## src/rtl/decode_stage.sv

```systemverilog
// Decode stage: an instruction queue feeding an RV32I(+M) decoder with a registered,
// valid/ready output. Flush and reset discard everything that is in flight.
module decode_stage #(
    parameter int unsigned IQ_DEPTH = 4,
    parameter bit          ENABLE_M = 1'b0
) (
    input  logic                      clk,
    input  logic                      rst_n,
    input  logic                      flush,
    input  logic                      in_valid,
    output logic                      in_ready,
    input  logic [31:0]               in_instr,
    input  logic [31:0]               in_pc,
    output logic                      out_valid,
    input  logic                      out_ready,
    output logic [31:0]               out_pc,
    output logic [4:0]                out_alu_control,
    output logic [2:0]                out_imm_type,
    output logic                      out_reg_write,
    output logic                      out_mem_read,
    output logic                      out_mem_write,
    output logic                      out_alu_src,
    output logic                      out_branch,
    output logic                      out_jump,
    output logic [1:0]                out_wb_src,
    output logic [2:0]                out_funct3,
    output logic [4:0]                out_rd,
    output logic [4:0]                out_rs1,
    output logic [4:0]                out_rs2,
    output logic                      out_illegal,
    output logic [$clog2(IQ_DEPTH):0] iq_count
);

    localparam int unsigned PW = $clog2(IQ_DEPTH);
    localparam logic [PW:0] DepthC = (PW + 1)'(IQ_DEPTH);

    localparam logic [4:0] AluAdd  = 5'd0;
    localparam logic [4:0] AluSub  = 5'd1;
    localparam logic [4:0] AluAnd  = 5'd2;
    localparam logic [4:0] AluOr   = 5'd3;
    localparam logic [4:0] AluXor  = 5'd4;
    localparam logic [4:0] AluSlt  = 5'd5;
    localparam logic [4:0] AluSltu = 5'd6;
    localparam logic [4:0] AluSll  = 5'd7;
    localparam logic [4:0] AluSrl  = 5'd8;
    localparam logic [4:0] AluSra  = 5'd9;
    localparam logic [4:0] AluMul  = 5'd10;

    localparam logic [2:0] ImmI = 3'd0;
    localparam logic [2:0] ImmS = 3'd1;
    localparam logic [2:0] ImmB = 3'd2;
    localparam logic [2:0] ImmU = 3'd3;
    localparam logic [2:0] ImmJ = 3'd4;

    localparam logic [6:0] F7Zero = 7'b0000000;
    localparam logic [6:0] F7Alt  = 7'b0100000;
    localparam logic [6:0] F7Mul  = 7'b0000001;

    logic [63:0]   iq_mem [IQ_DEPTH];
    logic [PW-1:0] rd_ptr_q, wr_ptr_q;
    logic [PW:0]   count_q;
    logic          push, load;
    logic [31:0]   head_instr, head_pc;
    logic [6:0]    opcode, funct7;
    logic [2:0]    funct3;
    logic [4:0]    alu_base;

    logic [4:0] dec_alu;
    logic [2:0] dec_imm;
    logic [1:0] dec_wb;
    logic       dec_reg_write, dec_mem_read, dec_mem_write, dec_alu_src;
    logic       dec_branch, dec_jump, dec_illegal;

    assign in_ready   = count_q < DepthC;
    assign iq_count   = count_q;
    // Flush wins over both the push and the output-register load in the same cycle.
    assign push       = in_valid && in_ready && !flush;
    assign load       = (count_q != '0) && (!out_valid || out_ready) && !flush;
    assign head_instr = iq_mem[rd_ptr_q][63:32];
    assign head_pc    = iq_mem[rd_ptr_q][31:0];
    assign opcode     = head_instr[6:0];
    assign funct3     = head_instr[14:12];
    assign funct7     = head_instr[31:25];

    // Queue storage: written on push, never reset.
    always_ff @(posedge clk) begin
        if (push) iq_mem[wr_ptr_q] <= {in_instr, in_pc};
    end

    // Queue pointers and occupancy; pointers wrap naturally as IQ_DEPTH is a power of two.
    always_ff @(posedge clk or negedge rst_n) begin
        if (!rst_n) begin
            rd_ptr_q <= '0;
            wr_ptr_q <= '0;
            count_q  <= '0;
        end else if (flush) begin
            rd_ptr_q <= '0;
            wr_ptr_q <= '0;
            count_q  <= '0;
        end else begin
            if (push) wr_ptr_q <= wr_ptr_q + 1'b1;
            if (load) rd_ptr_q <= rd_ptr_q + 1'b1;
            if (push && !load)      count_q <= count_q + 1'b1;
            else if (!push && load) count_q <= count_q - 1'b1;
        end
    end

    // ALU op selected by funct3 alone (ADD / SRL variants).
    always_comb begin
        alu_base = AluAdd;
        unique case (funct3)
            3'b000: alu_base = AluAdd;
            3'b001: alu_base = AluSll;
            3'b010: alu_base = AluSlt;
            3'b011: alu_base = AluSltu;
            3'b100: alu_base = AluXor;
            3'b101: alu_base = AluSrl;
            3'b110: alu_base = AluOr;
            default: alu_base = AluAnd;
        endcase
    end

    // Decode the queue head into control signals.
    always_comb begin
        dec_alu       = AluAdd;
        dec_imm       = ImmI;
        dec_wb        = 2'd0;
        dec_reg_write = 1'b0;
        dec_mem_read  = 1'b0;
        dec_mem_write = 1'b0;
        dec_alu_src   = 1'b0;
        dec_branch    = 1'b0;
        dec_jump      = 1'b0;
        dec_illegal   = 1'b0;
        unique case (opcode)
            7'b0110011: begin
                dec_reg_write = 1'b1;
                if (funct7 == F7Zero) begin
                    dec_alu = alu_base;
                end else if (funct7 == F7Alt && funct3 == 3'b000) begin
                    dec_alu = AluSub;
                end else if (funct7 == F7Alt && funct3 == 3'b101) begin
                    dec_alu = AluSra;
                end else if (ENABLE_M && funct7 == F7Mul) begin
                    dec_alu = AluMul + {2'b00, funct3};
                end else begin
                    dec_illegal = 1'b1;
                end
            end
            7'b0010011: begin
                dec_reg_write = 1'b1;
                dec_alu_src   = 1'b1;
                dec_alu       = alu_base;
                if (funct3 == 3'b001 && funct7 != F7Zero) dec_illegal = 1'b1;
                if (funct3 == 3'b101) begin
                    if (funct7 == F7Alt)       dec_alu     = AluSra;
                    else if (funct7 != F7Zero) dec_illegal = 1'b1;
                end
            end
            7'b0000011: begin
                dec_reg_write = 1'b1;
                dec_mem_read  = 1'b1;
                dec_alu_src   = 1'b1;
                dec_wb        = 2'd1;
                dec_illegal   = (funct3 == 3'b011) || (funct3 == 3'b110) || (funct3 == 3'b111);
            end
            7'b0100011: begin
                dec_mem_write = 1'b1;
                dec_alu_src   = 1'b1;
                dec_imm       = ImmS;
                dec_illegal   = funct3 > 3'b010;
            end
            7'b1100011: begin
                dec_branch  = 1'b1;
                dec_imm     = ImmB;
                dec_alu     = AluSub;
                dec_illegal = (funct3 == 3'b010) || (funct3 == 3'b011);
            end
            7'b1101111: begin
                dec_reg_write = 1'b1;
                dec_jump      = 1'b1;
                dec_wb        = 2'd2;
                dec_imm       = ImmJ;
            end
            7'b1100111: begin
                dec_reg_write = 1'b1;
                dec_jump      = 1'b1;
                dec_alu_src   = 1'b1;
                dec_wb        = 2'd2;
                dec_illegal   = funct3 != 3'b000;
            end
            7'b0110111, 7'b0010111: begin
                dec_reg_write = 1'b1;
                dec_alu_src   = 1'b1;
                dec_imm       = ImmU;
            end
            default: dec_illegal = 1'b1;
        endcase
        // Illegal instructions still flow through, but with every side effect suppressed.
        if (dec_illegal) begin
            dec_alu       = AluAdd;
            dec_imm       = ImmI;
            dec_wb        = 2'd0;
            dec_reg_write = 1'b0;
            dec_mem_read  = 1'b0;
            dec_mem_write = 1'b0;
            dec_alu_src   = 1'b0;
            dec_branch    = 1'b0;
            dec_jump      = 1'b0;
        end
        if (head_instr[11:7] == 5'd0) dec_reg_write = 1'b0;
    end

    // Output register: loads the decoded head, holds under backpressure, drains when empty.
    always_ff @(posedge clk or negedge rst_n) begin
        if (!rst_n) begin
            out_valid       <= 1'b0;
            out_pc          <= '0;
            out_alu_control <= '0;
            out_imm_type    <= '0;
            out_reg_write   <= 1'b0;
            out_mem_read    <= 1'b0;
            out_mem_write   <= 1'b0;
            out_alu_src     <= 1'b0;
            out_branch      <= 1'b0;
            out_jump        <= 1'b0;
            out_wb_src      <= '0;
            out_funct3      <= '0;
            out_rd          <= '0;
            out_rs1         <= '0;
            out_rs2         <= '0;
            out_illegal     <= 1'b0;
        end else if (flush) begin
            out_valid <= 1'b0;
        end else if (load) begin
            out_valid       <= 1'b1;
            out_pc          <= head_pc;
            out_alu_control <= dec_alu;
            out_imm_type    <= dec_imm;
            out_reg_write   <= dec_reg_write;
            out_mem_read    <= dec_mem_read;
            out_mem_write   <= dec_mem_write;
            out_alu_src     <= dec_alu_src;
            out_branch      <= dec_branch;
            out_jump        <= dec_jump;
            out_wb_src      <= dec_wb;
            out_funct3      <= funct3;
            out_rd          <= head_instr[11:7];
            out_rs1         <= head_instr[19:15];
            out_rs2         <= head_instr[24:20];
            out_illegal     <= dec_illegal;
        end else if (out_ready) begin
            out_valid <= 1'b0;
        end
    end

endmodule

```

## config.mk

```make
export PLATFORM = sky130hd
export DESIGN_NAME = decode_stage
export DESIGN_NICKNAME = d
export VERILOG_FILES = /design/src/rtl/decode_stage.sv
export SDC_FILE = /design/constraint.sdc
export NUM_CORES = 1
export LEC_CHECK = 0
export ABC_AREA = 1
export CAP_MARGIN = 20
export CORE_MARGIN = 1.5
export CORE_UTILIZATION = 50
export CTS_CLUSTER_DIAMETER = 80
export CTS_CLUSTER_SIZE = 28
export DETAILED_ROUTE_END_ITERATION = 8
export GPL_ROUTABILITY_DRIVEN = 0
export PLACE_DENSITY = 0.72
export SYNTH_ARGS = -nofsm -noshare
export SYNTH_HDL_FRONTEND = slang
export SYNTH_SLANG_ARGS = --single-unit
export TNS_END_PERCENT = 50
```

## constraint.sdc

```tcl
create_clock -name clk -period 4.55 [get_ports clk]
set_clock_uncertainty 0.05 [all_clocks]
set_input_delay 0.91 -clock clk [delete_from_list [all_inputs] [get_ports clk]]
set_output_delay 0.91 -clock clk [all_outputs]
set_load 0.05 [all_outputs]
```

==> run summary <==
outcome - completed
# fillers - 2043
total design power - 9.24 mW
worst reg2reg path endpoint - out_alu_control[1]$_DFFE_PN0P_
via count normalized by instance count - 5.37
total area of sequential cells - 9490 µm²
largest net degree at the start of global routing - 119
cell chain of the critical path - inv_6 > nand3_1 > nand3_1 > nand2_2 > nor2_1 > nand2_1 > nand2_1 > inv_2 > nand2_1 > nor2_1 > nor2_4 > nand2_1 > nand2_1
IO buf count - 139
Overall Global Routing Usage - 19.6%
proportion of synthesized flip-flops having asynchronous set or reset - 22.0%
top flip-flop cell by instance count after synthesis - sky130_fd_sc_hd__edfxtp_1
fraction of post-synthesis cell area in the top cell type by area - 58.7%
met1 Resource Use GR - 27.3%
Area after DPL - 14800 µm²
Post-synth EDFFs - 256
met2 track demand over resource in global routing - 33.0%
clock insertion delay at the later pin of the skew report - 0.51 ns
leading post-synthesis cells by cell area - sky130_fd_sc_hd__edfxtp_1, sky130_fd_sc_hd__dfrtp_1, sky130_fd_sc_hd__nand2_1, sky130_fd_sc_hd__o21ai_0, sky130_fd_sc_hd__nor2_1
Avg Cell Area, Syn - 12.2 µm²
Final Max Tran Viols - 0
slew at the pin closest to its max-slew limit - 0.983 ns
number of buffers added for setup after CTS - 0
kind of capture point of the worst setup path - flip-flop
number of global-route vias before repair - 7732
most instantiated library cell after synthesis - sky130_fd_sc_hd__nand2_1
startpoint kind of the worst setup timing path - flip-flop
post-synthesis net count - 1145
PD cells - 605 nW/µm²
buffer depth of the longest clock path - 3
worst setup timing slack at the placement stage - 1.21 ns
width of the die - 165 µm
number of hold-repair buffers added at the cts stage - 0
die height - 165 µm
violation count after the first detailed-routing iteration - 730
worst hold-check path type - reg2reg
wire per inst - 17.3 µm
GR Layer Usage met3 - 2.41%
worst rel slew slack - 34.5%
number of antenna violations at the first check in global routing - 0
clk sink count - 328
number of register bits inferred by synthesis - 328
unrepaired setup endpoints after global routing - no
cell total after placement - 1499
Hold Vio Cnt, Final - 0
TNS Setup - 0 ns
clock-pin slew of the registers on the worst-case setup and hold paths - 0.10 ns
clk root buf - sky130_fd_sc_hd__clkbuf_16
initial standard-cell utilization of the core - 50.6%
maximum fanout count along the critical path - 118
number of synthesis warnings - 0
global-route wire length before repair - 40800 µm
final cell area excluding filler cells - 15300 µm²
number of ports placed on the die boundary - 141
Max stage delay cell, worst path - sky130_fd_sc_hd__dfrtp_4
CTS tree - yes
highest clock rate - 0.333 GHz
time the final worst path needs with I/O delays and setup - 3.01 ns
crit path kind - reg2reg
number of stages on the worst setup path - 13
layout overhead on the synthesized area - 16.5%
total global routing overflow - 0
post-synthesis instance area - 13100 µm²
Diodes inserted - 0
cells after synthesis - 1071
multi-input gate area in the final layout - 3200 µm²
count of TritonRoute iterations in the first routing pass - 5
DRC Markers - 0
start point of the critical path - rd_ptr_q[0]$_DFFE_PN0P_
sequential area share after synthesis - 72.4%
Distinct cells, synth - 38
peak supply drop - 655 µV
max-capacitance violation count - 0
HPWL Detailed - 15500 µm
final worst-path cycle share - 66.1%
cell taking the most area after synthesis - sky130_fd_sc_hd__edfxtp_1
DR vias - 8201
most numerous cell types in the synthesized netlist - sky130_fd_sc_hd__nand2_1, sky130_fd_sc_hd__edfxtp_1, sky130_fd_sc_hd__nor2_1
R2R depth - 13
CORE AREA - 25900 µm²
antenna violation net count after detailed routing - 0
total routed wirelength - 26300 µm
crit path capture - out_alu_control[1]$_DFFE_PN0P_
share of final-layout standard cells stronger than drive strength 1 - 7.72%
Core Rows - 59
worst-case register-to-register setup slack - 1.54 ns
Critical path buffers and inverters - 2
critical path required time - 4.95 ns
area of the die - 27200 µm²
Final setup violation count - 0
H-tree lvl count - 1
cell type group with the largest total delay on the critical path - simple AND/OR/NAND/NOR gates
largest stage delay on the critical path - 0.75 ns
Top Usage Layer GRT - met2
HP Start - out_pc[25]$_DFFE_PN0P_
Total Nets Final - 1256
post-cts resize count - 0
critical path data arrival time - 3.40 ns
CP dominant cell by count - sky130_fd_sc_hd__nand2_1
TritonCTS buffer count - 16
leakage power of the design - 5.72 nW
number of non-filler instances in the completed layout - 1526
reg-to-reg critical path startpoint - rd_ptr_q[0]$_DFFE_PN0P_
min setup slack post-route - 1.54 ns
==> how the worst min path moves through the flow <==
stage	endpoint	slack, ns	depth (start not counted)
finish	out_pc[25]$_DFFE_PN0P_	0.43	2
global route	out_pc[12]$_DFFE_PN0P_	0.45	2
CTS	out_pc[24]$_DFFE_PN0P_	0.43	2
detailed placement	out_pc[30]$_DFFE_PN0P_	0.41	2
global placement	out_pc[12]$_DFFE_PN0P_	0.41	2
floorplan	wr_ptr_q[1]$_DFFE_PN0P_	0.45	2
==> cells by family after synthesis <==
group | count (synthesis) | share of synthesized area [%]
AOI/OAI and AO/OA | 172 | 7.35
other | 1 | 0.0286
DFF | 328 | 72.4
adders and majority gates | 5 | 0.535
buffers and inverters | 94 | 3.44
and+or+nand+nor | 470 | 16.1
xor gates and xnor gates | 1 | 0.0669
==> layer usage <==
layer | share of wire (%) | vias up
li1 | - | 3912
met1 | 44 | 3985
met2 | 48 | 270
met3 | 5.6 | 34
met4 | 1.9 | 0
met5 | 0 | -
==> registers in the layout (all words and copies together) (netlist names) <==
name	count
out_mem_write	1
out_alu_src	1
iq_count	3
out_rs1	5
out_reg_write	1
out_imm_type	3
wr_ptr_q	2
rd_ptr_q	2
out_wb_src	1
out_illegal	1
out_rd	5
out_alu_control	4
out_funct3	3
out_rs2	5
out_branch	1
out_jump	1
out_valid	1
iq_mem	256
out_pc	32
==> placed cells by master (no fill, tap or decap), types with 3 or more instances in the layout <==
| master | synthesis | final |
|---|---|---|
| sky130_fd_sc_hd__nand3_1 | 32 | 32 |
| sky130_fd_sc_hd__buf_12 | 0 | 4 |
| sky130_fd_sc_hd__clkbuf_16 | 0 | 17 |
| sky130_fd_sc_hd__nand3b_1 | 5 | 5 |
| sky130_fd_sc_hd__nor3_1 | 4 | 4 |
| sky130_fd_sc_hd__o21ai_2 | 7 | 7 |
| sky130_fd_sc_hd__nor2_4 | 6 | 11 |
| sky130_fd_sc_hd__a32o_1 | 3 | 3 |
| sky130_fd_sc_hd__nor2_8 | 3 | 3 |
| sky130_fd_sc_hd__a21oi_1 | 9 | 9 |
| sky130_fd_sc_hd__inv_2 | 2 | 3 |
| sky130_fd_sc_hd__dfrtp_1 | 72 | 70 |
| sky130_fd_sc_hd__buf_4 | 6 | 7 |
| sky130_fd_sc_hd__edfxtp_1 | 256 | 256 |
| sky130_fd_sc_hd__ha_1 | 4 | 4 |
| sky130_fd_sc_hd__inv_6 | 1 | 4 |
| sky130_fd_sc_hd__inv_1 | 34 | 33 |
| sky130_fd_sc_hd__clkdlybuf4s50_1 | 0 | 138 |
| sky130_fd_sc_hd__nand2_1 | 266 | 266 |
| sky130_fd_sc_hd__clkbuf_1 | 30 | 6 |
| sky130_fd_sc_hd__nand2_4 | 6 | 6 |
| sky130_fd_sc_hd__o22ai_1 | 45 | 45 |
| sky130_fd_sc_hd__nor2_1 | 121 | 116 |
| sky130_fd_sc_hd__o21ai_0 | 105 | 105 |
| sky130_fd_sc_hd__nand2_2 | 12 | 12 |
| sky130_fd_sc_hd__nand3_2 | 11 | 11 |
==> stage by stage <==
step / utilization (%) / hold WS, ns
2_1_floorplan: - / 0.453
3_3_place_gp: 57.0 / 0.408
3_5_place_dp: 57.0 / 0.411
4_1_cts: 58.9 / 0.435
5_1_grt: 58.9 / 0.447
6_report: 58.9 / 0.427
==> where the power goes <==
| group | total [mW] | internal [mW] | switching, mW |
|---|---|---|---|
| clock network | 1.61 | 0.716 | 0.898 |
| logic | 3.72 | 1.12 | 2.60 |
| registers | 3.90 | 3.65 | 0.257 |
| total | 9.24 | 5.48 | 3.75 |
==> worst min-delay path, stage by stage, from the launching register on <==
cell and delay [ns]:
sky130_fd_sc_hd__dfrtp_1 0.35, sky130_fd_sc_hd__nand2_1 0.05, sky130_fd_sc_hd__nand2_1 0.04
==> final cells by class <==
class	instances	share of cell area (%)
clock buffers	23	2.93
clock inverters	4	0.279
inverters	38	0.983
repair buffers	149	9.92
well taps	335	2.75
flip-flops and latches	328	62.2
multi-input cells	649	21.0
Note: power is estimated with default switching activity, not from simulation.
